$ cat src/rtl/uart_pkg.sv
// Shared UART definitions: transmitter FSM states, parity modes and the bit-period helper.
// Used by both the transmit and receive paths.
package uart_pkg;

    typedef enum logic [2:0] {
        StIdle,
        StStart,
        StData,
        StParity,
        StStop
    } uart_state_e;

    localparam int unsigned PARITY_NONE = 0;
    localparam int unsigned PARITY_EVEN = 1;
    localparam int unsigned PARITY_ODD  = 2;

    // Integer truncation is intended: 100 MHz / 115200 gives 868.
    function automatic int unsigned clks_per_bit(input int unsigned clk_freq,
                                                 input int unsigned baud);
        return clk_freq / baud;
    endfunction

endpackage

$ cat src/rtl/uart_byte_tx_if.sv
// Byte-level handshake between a producer and the UART transmitter, plus the serial line.
interface uart_byte_tx_if;

    logic [7:0] tx_data;
    logic       tx_valid;
    logic       tx_busy;
    logic       tx_done;
    logic       tx;

    modport master (
        output tx_data,
        output tx_valid,
        input  tx_busy,
        input  tx_done,
        input  tx
    );

    modport slave (
        input  tx_data,
        input  tx_valid,
        output tx_busy,
        output tx_done,
        output tx
    );

endinterface

$ cat src/rtl/uart_baud_gen.sv
// Bit-period timer: bit_tick pulses once every CLKS_PER_BIT cycles after restart is released.
// Shared by the transmit and receive paths.
module uart_baud_gen #(
    parameter int unsigned CLKS_PER_BIT = 868
) (
    input  logic clk,
    input  logic rst,
    input  logic restart,
    output logic bit_tick
);

    localparam int unsigned CntW = (CLKS_PER_BIT > 1) ? $clog2(CLKS_PER_BIT) : 1;
    localparam logic [CntW-1:0] CntMax = CntW'(CLKS_PER_BIT - 1);

    logic [CntW-1:0] cnt_q, cnt_d;

    assign bit_tick = (cnt_q == CntMax) && !restart;

    always_comb begin
        cnt_d = cnt_q + CntW'(1);
        if (restart || bit_tick) begin
            cnt_d = '0;
        end
    end

    always_ff @(posedge clk or posedge rst) begin
        if (rst) begin
            cnt_q <= '0;
        end else begin
            cnt_q <= cnt_d;
        end
    end

endmodule

$ cat src/rtl/uart_byte_tx.sv
// UART byte transmitter: start bit, 8 data bits LSB first, optional parity, 1 or 2 stop bits.
// The serial line, busy and done are all registered outputs.
module uart_byte_tx
    import uart_pkg::*;
#(
    parameter int unsigned CLK_FREQ  = 100_000_000,
    parameter int unsigned BAUD      = 115200,
    parameter int unsigned PARITY    = 0,
    parameter int unsigned STOP_BITS = 1
) (
    input logic           clk,
    input logic           rst,
    uart_byte_tx_if.slave bus
);

    localparam int unsigned CLKS_PER_BIT = clks_per_bit(CLK_FREQ, BAUD);
    localparam bit          HasParity    = (PARITY != PARITY_NONE);
    localparam logic [2:0]  LastStop     = 3'(STOP_BITS - 1);

    uart_state_e state_q, state_d;
    logic        tx_q, tx_d;
    logic        busy_q, busy_d;
    logic        done_q, done_d;
    logic [2:0]  bit_idx_q, bit_idx_d;
    logic [7:0]  data_q, data_d;
    logic        bit_tick;
    logic        parity_bit;

    // Counter is held cleared while idle so the start bit gets a full period from accept.
    uart_baud_gen #(
        .CLKS_PER_BIT(CLKS_PER_BIT)
    ) u_baud_gen (
        .clk     (clk),
        .rst     (rst),
        .restart (state_q == StIdle),
        .bit_tick(bit_tick)
    );

    assign parity_bit = (PARITY == PARITY_ODD) ? ~^data_q : ^data_q;

    always_comb begin
        state_d   = state_q;
        tx_d      = tx_q;
        busy_d    = busy_q;
        done_d    = 1'b0;
        bit_idx_d = bit_idx_q;
        data_d    = data_q;
        case (state_q)
            StIdle: begin
                tx_d   = 1'b1;
                busy_d = 1'b0;
                if (bus.tx_valid && !busy_q) begin
                    data_d  = bus.tx_data;
                    state_d = StStart;
                    tx_d    = 1'b0;
                    busy_d  = 1'b1;
                end
            end
            StStart: begin
                if (bit_tick) begin
                    state_d   = StData;
                    bit_idx_d = '0;
                    tx_d      = data_q[0];
                end
            end
            StData: begin
                if (bit_tick) begin
                    if (bit_idx_q == 3'd7) begin
                        bit_idx_d = '0;
                        if (HasParity) begin
                            state_d = StParity;
                            tx_d    = parity_bit;
                        end else begin
                            state_d = StStop;
                            tx_d    = 1'b1;
                        end
                    end else begin
                        bit_idx_d = bit_idx_q + 3'd1;
                        tx_d      = data_q[bit_idx_q + 3'd1];
                    end
                end
            end
            StParity: begin
                if (bit_tick) begin
                    state_d   = StStop;
                    bit_idx_d = '0;
                    tx_d      = 1'b1;
                end
            end
            StStop: begin
                tx_d = 1'b1;
                if (bit_tick) begin
                    if (bit_idx_q == LastStop) begin
                        state_d   = StIdle;
                        bit_idx_d = '0;
                        busy_d    = 1'b0;
                        done_d    = 1'b1;
                    end else begin
                        bit_idx_d = bit_idx_q + 3'd1;
                    end
                end
            end
            default: begin
                state_d   = StIdle;
                tx_d      = 1'b1;
                busy_d    = 1'b0;
                bit_idx_d = '0;
            end
        endcase
    end

    always_ff @(posedge clk or posedge rst) begin
        if (rst) begin
            state_q   <= StIdle;
            tx_q      <= 1'b1;
            busy_q    <= 1'b0;
            done_q    <= 1'b0;
            bit_idx_q <= '0;
            data_q    <= '0;
        end else begin
            state_q   <= state_d;
            tx_q      <= tx_d;
            busy_q    <= busy_d;
            done_q    <= done_d;
            bit_idx_q <= bit_idx_d;
            data_q    <= data_d;
        end
    end

    assign bus.tx      = tx_q;
    assign bus.tx_busy = busy_q;
    assign bus.tx_done = done_q;

endmodule

$ cat src/flat_wrapper.sv
// flat-port wrapper written by rule: the top's interface ports become plain ports
module uart_byte_tx_flat import uart_pkg::*;
#(
    parameter int unsigned CLK_FREQ  = 100_000_000,
    parameter int unsigned BAUD      = 115200,
    parameter int unsigned PARITY    = 0,
    parameter int unsigned STOP_BITS = 1
)
  (clk, rst, bus_tx_data, bus_tx_valid, bus_tx_busy, bus_tx_done, bus_tx);
  uart_byte_tx_if bus_i ();
  input logic clk;
  input logic rst;
  input wire logic [$bits(bus_i.tx_data)-1:0] bus_tx_data;
  input wire logic [$bits(bus_i.tx_valid)-1:0] bus_tx_valid;
  output wire logic [$bits(bus_i.tx_busy)-1:0] bus_tx_busy;
  output wire logic [$bits(bus_i.tx_done)-1:0] bus_tx_done;
  output wire logic [$bits(bus_i.tx)-1:0] bus_tx;
  assign bus_i.tx_data = bus_tx_data;
  assign bus_i.tx_valid = bus_tx_valid;
  assign bus_tx_busy = bus_i.tx_busy;
  assign bus_tx_done = bus_i.tx_done;
  assign bus_tx = bus_i.tx;
  uart_byte_tx #(.CLK_FREQ(CLK_FREQ), .BAUD(BAUD), .PARITY(PARITY), .STOP_BITS(STOP_BITS)) u_core (.clk(clk), .rst(rst), .bus(bus_i));
endmodule
$ cat config.mk
export PLATFORM = sky130hd
export DESIGN_NAME = uart_byte_tx_flat
export DESIGN_NICKNAME = d
export VERILOG_FILES = /design/src/rtl/uart_pkg.sv /design/src/rtl/uart_byte_tx_if.sv /design/src/rtl/uart_baud_gen.sv /design/src/rtl/uart_byte_tx.sv /design/src/flat_wrapper.sv
export SDC_FILE = /design/constraint.sdc
export NUM_CORES = 1
export LEC_CHECK = 0
export ABC_AREA = 1
export CAP_MARGIN = 25
export CORE_MARGIN = 3
export CORE_UTILIZATION = 45
export DETAILED_ROUTE_END_ITERATION = 6
export PLACE_DENSITY = 0.74
export SYNTH_ARGS = -nofsm -noshare
export SYNTH_HDL_FRONTEND = slang
export SYNTH_SLANG_ARGS = --single-unit
$ cat constraint.sdc
create_clock -name clk -period 1.25 [get_ports clk]
set_input_delay 0.25 -clock clk [delete_from_list [all_inputs] [get_ports clk]]
set_output_delay 0.25 -clock clk [all_outputs]
set_load 0.1 [all_outputs]
# After elaboration in Yosys (flattened, before gate mapping)
# Cells that the tools add are included.
[word_totals] regBits=27 output_inout_bits=3 wordCells=70
[op_classes] n_addsub=2 magnitude_cmp=1 eq_ne=14 muxes=30 bitwise_logic=2 n_reduce_logical=14
[ops] cell="3-bit two-way mux" count=12
[ops] cell="3-bit one-hot mux with 5 select lines" count=1
[ops] cell="1-bit two-way mux" count=12
[ops] cell="3-bit one-hot mux with 4 select lines" count=1
[ops] cell="10-bit by 1-bit adder with 10-bit output, second input constant" count=1
[ops] cell="10-bit equality test, second input constant" count=1
[ops] cell="10-bit two-way mux" count=1
[ops] cell="2-bit by 1-bit != test with 1-bit output, second input constant" count=4
[ops] cell="2-bit != test, second input constant" count=4
[ops] cell="7-bit AND reduction" count=1
[ops] cell="3-bit by 2-bit equality test with 1-bit output, second input constant" count=2
[ops] cell="3-bit equality test, second input constant" count=2
[ops] cell="3-bit logical NOT" count=2
[ops] cell="3-bit AND reduction" count=2
[ops] cell="3-bit by 4-bit < comparator with 1-bit output, second input constant" count=1
[ops] cell="1-bit one-hot mux with 4 select lines" count=1
[ops] cell="4-bit AND reduction" count=1
[ops] cell="3-bit by 1-bit adder with 3-bit output, second input constant" count=1
[ops] cell="1-bit binary-select mux with 3-bit select" count=1
[ops] cell="3-bit by 1-bit equality test with 1-bit output, second input constant" count=1
[ops] cell="1-bit one-hot mux with 3 select lines" count=1
[ops] cell="3-bit OR reduction" count=1
[ops] cell="1-bit logical AND" count=2
[ops] cell="1-bit logical NOT" count=2
[ops] cell="other kinds (4)" count=5

# Longest topological paths before layout
[depth] ltp_word=6 depth_mapped=9 mapped_depth_nobuf=9

# By module
# Synthesis repeated with hierarchy kept, for this count alone.
[hier_totals] cells_unflattened=178 area_unflattened_um2=1502.7
[by_module_without_submodules] module="uart_byte_tx" n_inst=1 cells_per_inst=98 area_each_um2=915.9
[by_module_without_submodules] module="uart_baud_gen" n_inst=1 cells_per_inst=80 area_each_um2=586.8

# Worst setup path after synthesis
# OpenSTA, ideal clock, no wires.
[synth_timing] path_type="reg2reg" from="reg u_core.busy_q (netlist: u_core.bus.tx_busy)" to="reg u_core.data_q[1]" setup_ns=0.125 t_arrival_ns=1.666 path_slack_ns=-0.541 stages_incl_launch_ff=5 path_buffers=1 synth_period_minus_slack_ns=1.791 path_cell_list="dfrtp_1 -> nor2_1 -> nand2_2 -> buf_6 -> mux2_4"
[synth_between] elab_chain_cells=3
[synth_rtl] item="from (decl)" line="uart_byte_tx.sv:22" rtl="logic busy_q, busy_d;"
[synth_rtl] item="from (signal assigned)" line="uart_byte_tx.sv:123" rtl="busy_q <= busy_d;"
[synth_rtl] item="1-bit logical NOT" line="uart_byte_tx.sv:52" rtl="if (bus.tx_valid && !busy_q) begin"
[synth_rtl] item="1-bit logical AND" line="uart_byte_tx.sv:52"
[synth_rtl] item="2-bit AND reduction (no line)"
[synth_rtl] item="to (signal assigned)" line="uart_byte_tx.sv:126" rtl="data_q <= data_d;"
[synth_rtl] item="to (decl)" line="uart_byte_tx.sv:25" rtl="logic [7:0] data_q, data_d;"
# Every way passes these cells.
# A chain may end at the register's enable or synchronous reset.

# Worst setup path after layout
[layout_timing] from="reg u_core.u_baud_gen.cnt_q[0]" to="reg u_core.state_q[1]"
[layout_between] elab_chain_cells=4 elab_cells_between_ends=7 classes_between="eq/ne: 5; reduce/logical: 2"
[layout_rtl] item="from (decl)" line="uart_baud_gen.sv:15" rtl="logic [CntW-1:0] cnt_q, cnt_d;"
[layout_rtl] item="from (signal assigned)" line="uart_baud_gen.sv:30" rtl="cnt_q <= cnt_d;"
[layout_rtl] item="10-bit equality test *" line="uart_baud_gen.sv:17" rtl="assign bit_tick = (cnt_q == CntMax) && !restart;"
[layout_rtl] item="1-bit logical AND *" line="uart_baud_gen.sv:17"
[layout_rtl] item="2-bit != test (no line)"
[layout_rtl] item="7-bit AND reduction (no line) *"
[layout_rtl] item="to (signal assigned)" line="uart_byte_tx.sv:114" rtl="state_q <= StIdle;"
[layout_rtl] item="to (signal assigned)" line="uart_byte_tx.sv:121" rtl="state_q <= state_d;"
[layout_rtl] item="to (decl)" line="uart_byte_tx.sv:20" rtl="uart_state_e state_q, state_d;"
# Every way passes the cells marked *; elsewhere a longest branch is shown, timed or not.

==> run metrics <==
drt pass-1 iters=6; 1st-iter DRT viols=26; Critical Path RT=between 1 and 1.5 ns; CTS Buf Count=3; CP peak stage delay=0.38 ns; count of flip-flops with a built-in enable after synthesis=0; Critical Path Start Type=register; CP Max Fanout=8; Worst Slack Setup Final=-0.2352 ns; area grow syn2layout=45.82%; fin nets=around 230; async set-or-reset flop fraction in the synthesized netlist=1.000; nature of the critical path endpoint=register; Diodes inserted=0; Max Clock Skew=0.006749 ns; Yosys top cell area share=0.4487; post-route ant nets=0; row cnt=19; deepest clock path buffer count=2; vias in the first global route=about 1.3k; clock-pin slew on the worst setup and hold paths=0.15 ns; cells taking the most area after synthesis=dfrtp_1 (45%), nand2_1 (10%), mux2_4 (6.2%); Setup CP Type=register to register; Static Leak=1.032 nW; Port Buffers=13; final cell count without fillers=258; per-cell routed wire length=13.77 µm; Hold Crit Class=input port to async pin; number of synthesized register bits=27; RSZ-0062 raised after global routing=yes; Placed Cells=246; Congestion Overflow GR=0; most frequent cells in the layout=nand2_1 (31), buf_4 (29), dfrtp_1 (25); residual DRC count=0; Final min period=1.485 ns; via count=1,304; synthesized cell area=1450 µm²; slowest stage cell, crit path=dfrtp_1; Final Hold Vio Count=0; Slew HR=0.7365; Synth Flop Type=dfrtp_1; clk_lat worst skew=0.32 ns; most common cell after layout, fill and taps aside=nand2_1; Routed WL=3.553 mm; Gate Count Post-Synth=165; first-pass GRT wire length=5.899 mm; WP data arrival=roughly 1.7 ns; post-synthesis sequential area ratio=0.4668; I/O pins=14; max-slew violations=0; worst slew pin tran=around 0.39 ns; number of library cell types mapped by synthesis=29; Final Wtd Congestion=0.8222; cts hold-fix bufs=0; Tcrit/Tclk final=1.188; Max Freq=673.3 MHz; Die ar.=3939 µm²; clk root buf=clkbuf_4; antenna violations before repair=0; TNS Setup=-4.227 ns; Via-to-Cell Ratio=5.054; Syn Nets=between 150 and 200; PwrDens=620.0 nW/µm²; Final HPWL DP=2.517 mm; H-tree level count=1; yosys warns=0; total track usage=0.1894; largest net degree at the start of global routing=15; CTS Sinks=27; status=finished, violations left; Initial Util=0.5000; CORE AREA=between 2000 and 3000 µm²; Setup violations, final=28; # Max-Cap Violations=0; share of layout cells above drive strength 1=0.4074; Chip Width=62.77 µm; Die Y=62.77 µm; Avg Cell Area, Syn=approximately 9 µm²; CP Cell Sequence=ha_2 -> nand2_2 -> nor2_4 -> nand4_4 -> a21oi_4 -> nand2_2 -> nand2_1 -> nand2_1; failing checks=negative setup slack; CTS tree=yes; maximum VDD drop=0.4839 mV; area leader, netlist=dfrtp_1
[final timing paths]
check	cells past startpoint	from	endpoint	slack (ns)
setup / recovery	8	u_core.u_baud_gen.cnt_q[0]	u_core.state_q[1]	-0.24
hold reg to reg	1	u_core.data_q[3]	u_core.data_q[3]	0.53
hold / removal	2	rst	u_core.bus.tx_done	0.13
min in group clk	2	bus_tx_data[3]	u_core.data_q[3]	0.52
max in group asynchronous	3	rst	u_core.data_q[4]	0.67
setup reg to reg	8	u_core.u_baud_gen.cnt_q[0]	u_core.state_q[1]	-0.24
[Yosys cell counts (2+ instances only)]
cell type / count
nor3b_1: 2
nor3_1: 7
dfrtp_1: 26
ha_1: 4
mux2_4: 6
nand3b_1: 2
nand3_1: 13
inv_1: 17
o21ai_1: 3
nand2_1: 40
a21oi_2: 2
nand2_2: 2
nor2_1: 17
xor2_1: 3
a21oi_1: 7
[logic make-up (layout without fill, tap and decap cells)]
| group | Yosys count | count (layout) | synth area share |
|---|---|---|---|
| muxes | 7 | 7 | 0.06989 |
| AOI/OAI and AO/OA | 15 | 15 | 0.06126 |
| buffers and inverters | 21 | 70 | 0.06212 |
| DFF | 27 | 27 | 0.4668 |
| adders and majority gates | 4 | 4 | 0.03451 |
| xor gates and xnor gates | 3 | 3 | 0.01812 |
| and+or+nand+nor | 88 | 90 | 0.2873 |
[what timing repair did]
| item | 4_1_cts | 5_1_grt |
|---|---|---|
| pin swaps | 11 | 15 |
| gates cloned | 1 | 1 |
| setup buffers | 4 | 3 |
| resized for setup | 23 | 14 |
| endpoints found under the setup margin | 29 | 29 |
[report_power, final]
group	total (mW)	internal, mW	switching (mW)
combinational	0.0555	0.0320	0.0235
clock	0.382	0.125	0.257
sequential	0.874	0.874	0
total	1.31	1.03	0.280
[worst max-delay path: cells and delay by family (launching register included)]
kind,cells,cell delay [ns]
flops,1,0.38
compound gates,1,0.25
simple gates,6,0.57
fa+ha+maj,1,0.19
[state kept, by name, summed over array words and instances, names as in the netlist]
signal,flops
u_core.bus.tx,1
u_core.data_q,8
u_core.state_q,3
u_core.bit_idx_q,3
u_core.u_baud_gen.cnt_q,10
u_core.bus.tx_busy,1
u_core.bus.tx_done,1
[per-layer routing]
layer,vias to the layer above,global-route usage,wire length (µm)
met5,-,0,0
met4,0,0.07438,64
met3,8,0.03058,101
met2,23,0.3316,1803
met1,635,0.2317,1582
li1,638,-,-
[stage by stage]
stage          setup slack (ns)    util  power (mW)  instance area (µm²)  hold WS [ns]
5_1_grt                 -0.3654  0.7291       1.382                 2115        0.1222
6_report                -0.2352  0.7291       1.311                 2115        0.1330
3_5_place_dp            -0.3092  0.6493      0.9466                 1883        0.5028
3_3_place_gp            -0.2767  0.6493      0.9450                 1883        0.5001
2_1_floorplan           -0.1313       -      0.9051                 1479        0.3020
4_1_cts                 -0.2219  0.7036       1.328                 2041        0.1324
[final cells by class]
class | instances | area [µm²]
clock buffers | 4 | 26.28
flip-flops and latches | 27 | 680.7
inverters | 19 | 71.32
multi-input cells | 119 | 849.6
fillers | 228 | 785.8
repair buffers | 47 | 434.2
well taps | 42 | 52.55
Note: power is estimated with default switching activity, not from simulation.
